--- config.mk ---
export PLATFORM = sky130hd
export DESIGN_NAME = pipelined_cla_adder_32
export DESIGN_NICKNAME = d
export VERILOG_FILES = /design/src/rtl/pipelined_cla_adder_32.sv
export SDC_FILE = /design/constraint.sdc
export NUM_CORES = 1
export LEC_CHECK = 0
export BUFFER_PORTS_ARGS = -buffer_cell sky130_fd_sc_hd__buf_2
export CORE_MARGIN = 2
export CORE_UTILIZATION = 38
export CTS_CLUSTER_SIZE = 20
export DETAILED_ROUTE_END_ITERATION = 16
export HOLD_SLACK_MARGIN = 0.06
export PLACE_DENSITY = 0.55
export SETUP_SLACK_MARGIN = 0.5
export SYNTH_ARGS = -nofsm -noshare
export SYNTH_HDL_FRONTEND = slang
export SYNTH_SLANG_ARGS = --single-unit
--- constraint.sdc ---
create_clock -name clk -period 4 [get_ports clk]
set_clock_uncertainty 0.05 [all_clocks]
set_input_delay 0.4 -clock clk [delete_from_list [all_inputs] [get_ports clk]]
set_output_delay 0.4 -clock clk [all_outputs]
set_load 0.01 [all_outputs]
--- src/rtl/pipelined_cla_adder_32.sv ---
// pipelined_cla_adder_32: two-stage 32-bit carry-lookahead adder with a valid/ready handshake.
// Define PIPE_ADDER_FLAGS_EN to register the overflow and zero flags; otherwise both are tied to 0.
module pipelined_cla_adder_32 (
    input  logic        clk,
    input  logic        rst_n,
    input  logic        in_valid,
    output logic        in_ready,
    input  logic [31:0] a,
    input  logic [31:0] b,
    input  logic        c_in,
    output logic        out_valid,
    input  logic        out_ready,
    output logic [31:0] sum,
    output logic        c_out,
    output logic        overflow,
    output logic        zero
);
    // Returns {propagate, generate} of a 4-wide lookahead group.
    function automatic logic [1:0] group_pg(input logic [3:0] p, input logic [3:0] g);
        return {&p, g[3] | (p[3] & g[2]) | (&p[3:2] & g[1]) | (&p[3:1] & g[0])};
    endfunction

    function automatic logic [1:0] block_pg(input logic [15:0] x, input logic [15:0] y);
        logic [3:0] gp;
        logic [3:0] gg;
        for (int i = 0; i < 4; i++)
            {gp[i], gg[i]} = group_pg(x[4*i +: 4] ^ y[4*i +: 4], x[4*i +: 4] & y[4*i +: 4]);
        return group_pg(gp, gg);
    endfunction

    logic [1:0]  p, g, s1_p, s1_g;
    logic [31:0] s1_a, s1_b, nxt_sum;
    logic        s1_c_in, s1_valid, s2_adv, c0, c1;
    logic [16:0] lo;
    logic [15:0] hi;

    assign {p[0], g[0]} = block_pg(a[15:0], b[15:0]);
    assign {p[1], g[1]} = block_pg(a[31:16], b[31:16]);

    assign s2_adv   = s1_valid && (!out_valid || out_ready);
    assign in_ready = rst_n && (!s1_valid || s2_adv);

    assign c0      = s1_g[0] | (s1_p[0] & s1_c_in);
    assign c1      = s1_g[1] | (s1_p[1] & c0);
    assign lo      = {1'b0, s1_a[15:0]} + {1'b0, s1_b[15:0]} + {16'b0, s1_c_in};
    assign hi      = s1_a[31:16] + s1_b[31:16] + {15'b0, c0};
    assign nxt_sum = {hi, lo[15:0]};

    always_ff @(posedge clk or negedge rst_n) begin
        if (!rst_n) begin
            s1_valid <= 1'b0;
            s1_p     <= '0;
            s1_g     <= '0;
            s1_a     <= '0;
            s1_b     <= '0;
            s1_c_in  <= 1'b0;
        end else if (in_valid && in_ready) begin
            s1_valid <= 1'b1;
            s1_p     <= p;
            s1_g     <= g;
            s1_a     <= a;
            s1_b     <= b;
            s1_c_in  <= c_in;
        end else if (s2_adv) begin
            s1_valid <= 1'b0;
        end
    end

    always_ff @(posedge clk or negedge rst_n) begin
        if (!rst_n) begin
            out_valid <= 1'b0;
            sum       <= '0;
            c_out     <= 1'b0;
        end else if (s2_adv) begin
            out_valid <= 1'b1;
            sum       <= nxt_sum;
            c_out     <= c1;
        end else if (out_ready) begin
            out_valid <= 1'b0;
        end
    end

`ifdef PIPE_ADDER_FLAGS_EN
    always_ff @(posedge clk or negedge rst_n) begin
        if (!rst_n) begin
            overflow <= 1'b0;
            zero     <= 1'b0;
        end else if (s2_adv) begin
            overflow <= (s1_a[31] == s1_b[31]) && (nxt_sum[31] != s1_a[31]);
            zero     <= nxt_sum == 32'd0;
        end
    end
`else
    assign overflow = 1'b0;
    assign zero     = 1'b0;
`endif
endmodule

==> results.rst <==
.. list-table::
   :header-rows: 1

   * - Metric
     - Value
   * - Reg-to-reg startpoint
     - s1_c_in
   * - Gp weighted congestion
     - 0.897
   * - Clk network pwr share
     - a little under a quarter
   * - Sequential area share after synthesis
     - ~44%
   * - Class of the tightest hold or removal check
     - input pin to register
   * - Worst-skew pair later-pin latency
     - ~0.35 ns
   * - Yosys reg bits
     - approximately 100
   * - Bufs and invs on worst path
     - 1
   * - Worst slew margin
     - 36.4%
   * - Switching power total
     - roughly 1.4 mW
   * - Standard cell core area
     - about 15000 µm²
   * - Total non-filler cell area in the finished layout
     - roughly 6900 µm²
   * - Worst voltage drop across the vdd grid
     - around 220 µV
   * - Dominant delay contributor by cell family on the critical path
     - compound AO/OA/AOI/OAI gates
   * - First drt pass iteration count
     - 4
   * - Number of global-route vias before repair
     - roughly 4500
   * - # Max-Cap Violations
     - 0
   * - DRT antenna net count
     - 0
   * - Width of the die
     - between 100 and 150 µm
   * - Sequential group share of total power
     - 39.2%
   * - Die area
     - between 15000 and 20000 µm²
   * - Number of buffers inserted by port buffering
     - 103
   * - Number of different library cells in the post-synthesis netlist
     - between 40 and 50
   * - Max Root-Sink Buffers
     - 2
   * - Count of pins over their slew limit
     - 0
   * - Unrepaired setup endpoints after global routing
     - no
   * - Filler Cell Count
     - approximately 1500
   * - Syn-to-layout area delta
     - 17.3%
   * - Crit share post-route
     - between 60% and 70%
   * - CP max stage delay
     - between 0.4 and 0.5 ns
   * - Worst endpoint data arrival time
     - 2.71 ns
   * - Post-synthesis instance total
     - between 500 and 600
   * - Share of post-route cells with drive strength above 1
     - between 20% and 30%
   * - DRC
     - 0
   * - Resized Gates After CTS
     - 0
   * - Footprint of the multi-input gates
     - ~3200 µm²
   * - Worst-path cell with the longest stage delay
     - sky130_fd_sc_hd__o21ai_0
   * - Wire length of the first global-routing pass
     - 22500 µm
   * - Top fanout value on the critical path
     - 3
   * - Share of total power in combinational logic
     - 37.5%
   * - Cells traversed along the worst timing path
     - a21oi_1 > fa_1 > fa_1 > inv_1 > a21o_1 > a31oi_1 > o21ai_0 > xnor2_1 > o21ai_0
   * - CTS tree
     - yes
   * - Net switching share of the total power
     - between 30 and 40%
   * - Final-layout setup total negative slack
     - 0 ns
   * - DP Area
     - approximately 6600 µm²
   * - Post-CTS clock slew at the launch and capture registers of the worst setup and hold paths
     - roughly 0.070 ns
   * - Worst setup EP type
     - register
   * - Routed via count divided by cell count
     - between 5 and 6
   * - Fin util
     - a little under half
   * - # diodes
     - 0
   * - DP HPWL
     - 10700 µm
   * - Top achievable clock speed
     - around 390 MHz
   * - Leakage power summed over all cells
     - approximately 3.3 nW
   * - Row Count
     - 45
   * - Slew at the pin closest to its max-slew limit
     - ~0.95 ns
   * - Critical path class
     - register to register
   * - Result of the run
     - completed
   * - Final number of setup-violating endpoints
     - 0
   * - Startpoint of the most critical setup path
     - s1_c_in
   * - Sinks on Clock Net
     - roughly 100
   * - Combined area of all synthesized cells
     - around 5900 µm²
   * - Worst hold start
     - a[7]
   * - Kind of start point of the critical path
     - register
   * - Power per standard cell area
     - between 500 and 600 nW/µm²
   * - Final net count
     - approximately 800
   * - TritonCTS buffer count
     - 9
   * - Final-report hold violation count
     - 0
   * - Internal Power
     - about 2.5 mW
   * - Sum of overflow across all layers after global routing
     - 0
   * - Initial antenna violation count
     - 0
   * - Via total after detailed routing
     - ~4400
   * - Number of ports placed on the die boundary
     - about 110
   * - Maximum number of pins on one net before global-route repair
     - 74
   * - Number of synthesized flops with an enable pin
     - 0
   * - Post-synthesis async set-or-reset flop share
     - 100%
   * - Drt first-iter violations
     - between 200 and 250
   * - FF+latch area
     - ~2600 µm²
   * - Endpoint required time on the critical path
     - around 4.2 ns
   * - Buffer type at the clock tree root
     - sky130_fd_sc_hd__clkbuf_16
   * - Htree depth
     - 3
   * - Mean post-synth cell area
     - 10.9 µm²
   * - Detail-routed net length per standard cell
     - about 16 µm
   * - Initial Utilization
     - between 30% and 40%
   * - Most instantiated flip-flop cell in the synthesis netlist
     - sky130_fd_sc_hd__dfrtp_1
   * - Die H
     - roughly 130 µm
   * - Final wirelength
     - 13500 µm
   * - Synth warn
     - 0
   * - Total Routing Usage GR
     - between 10% and 20%
   * - Shortest clock period the worst path allows after layout
     - 2.56 ns
sequential cells by signal, summed over array words and instances (netlist names):
| register | flops |
|---|---|
| s1_a | 32 |
| s1_valid | 1 |
| out_valid | 1 |
| s1_g | 2 |
| c_out | 1 |
| s1_b | 32 |
| s1_c_in | 1 |
| sum | 32 |
| s1_p | 2 |
kinds of logic (layout without fill, tap and decap cells):
| logic type | count (synthesis) | in the layout | share of synthesized area [%] |
|---|---|---|---|
| XOR/XNOR | 28 | 28 | 4.16 |
| AND/OR/NAND/NOR | 114 | 114 | 8.98 |
| flip-flops | 104 | 104 | 44.2 |
| other | 1 | 2 | 0.0636 |
| AO/OA/AOI/OAI | 135 | 135 | 13.8 |
| multiplexers | 66 | 66 | 12.7 |
| buffers and inverters | 29 | 136 | 2.12 |
| adder cells (fa/ha/maj) | 64 | 64 | 14.1 |
cells in the mapped netlist, drive strengths merged (11+ instances only):
| cell type | n | share of area [%] |
|---|---|---|
| a21oi | 38 | 3.2 |
| inv | 12 | 0.76 |
| nand2 | 60 | 3.8 |
| dfrtp | 104 | 44 |
| a21o | 11 | 1.4 |
| xor2 | 15 | 2.2 |
| xnor2 | 13 | 1.9 |
| nor2 | 12 | 0.76 |
| ha | 60 | 13 |
| mux2 | 66 | 13 |
| o21ai | 50 | 4.2 |
power by group through the flow:
stage | registers [mW] | clock network, mW | logic, mW
floorplan | 1.55 | 0 | 0.912
global placement | 1.52 | 0 | 1.43
detailed placement | 1.53 | 0 | 1.44
CTS | 1.51 | 0.922 | 1.45
global route | 1.54 | 0.966 | 1.63
finish | 1.51 | 0.892 | 1.44
final cells by class:
| cell class | count | area share [%] |
|---|---|---|
| Clock buffer | 12 | 3.56 |
| Tap cell | 188 | 3.40 |
| Sequential cell | 104 | 37.6 |
| Inverter | 12 | 0.651 |
| Multi-Input combinational cell | 409 | 45.9 |
| Clock inverter | 4 | 0.742 |
| Timing Repair Buffer | 108 | 8.07 |
per-stage QoR:
step	instances	setup slack [ns]	hold WS (ns)	power, mW
floorplan	542	1.81	0.0544	2.46
global placement	820	1.52	0.312	2.95
detailed placement	820	1.45	0.322	2.97
CTS	837	1.44	0.232	3.88
global route	837	1.19	0.238	4.14
finish	837	1.44	0.246	3.84
worst reg2reg max path: cells and delay by family, from the launching register on:
family / cells / cell delay (ns)
adder cells (fa/ha/maj): 2 / 0.81
XOR/XNOR: 1 / 0.18
buffers and inverters: 1 / 0.08
AO/OA/AOI/OAI: 5 / 0.88
flip-flops: 1 / 0.40
routing by layer:
| metal | vias up | GRT usage [%] | wire length, µm |
|---|---|---|---|
| met5 | - | 0 | 0 |
| met4 | 0 | 7.16 | 297 |
| met3 | 16 | 2.83 | 574 |
| met2 | 99 | 26.7 | 6030 |
| met1 | 2082 | 24.9 | 6600 |
| li1 | 2166 | - | - |
what timing repair did:
action                                 4_1_cts  5_1_grt
hold buffers                                 1        0
buffers inserted                             0        0
endpoints found under the hold margin       31        0
cells in the final DEF (no fill, tap or decap), types with 9 or more instances in the layout:
cell                          n
sky130_fd_sc_hd__dfrtp_1    104
sky130_fd_sc_hd__buf_2      102
sky130_fd_sc_hd__mux2_2      65
sky130_fd_sc_hd__ha_1        60
sky130_fd_sc_hd__nand2_1     58
sky130_fd_sc_hd__o21ai_0     48
sky130_fd_sc_hd__a21oi_1     38
sky130_fd_sc_hd__xor2_1      15
sky130_fd_sc_hd__xnor2_1     13
sky130_fd_sc_hd__inv_1       12
sky130_fd_sc_hd__nor2_1      12
sky130_fd_sc_hd__a21o_1      10
sky130_fd_sc_hd__nand4_1      9
sky130_fd_sc_hd__clkbuf_16    9
final timing paths:
check	endpoint	slack [ns]	cells past startpoint
setup / recovery	sum[24]	1.44	9
hold / removal	s1_a[7]	0.25	2
setup reg to reg	sum[24]	1.44	9
hold reg to reg	sum[0]	0.42	2
max in group asynchronous	s1_b[26]	2.11	3
min in group asynchronous	s1_b[21]	0.47	2
Note: power is estimated with default switching activity, not from simulation.
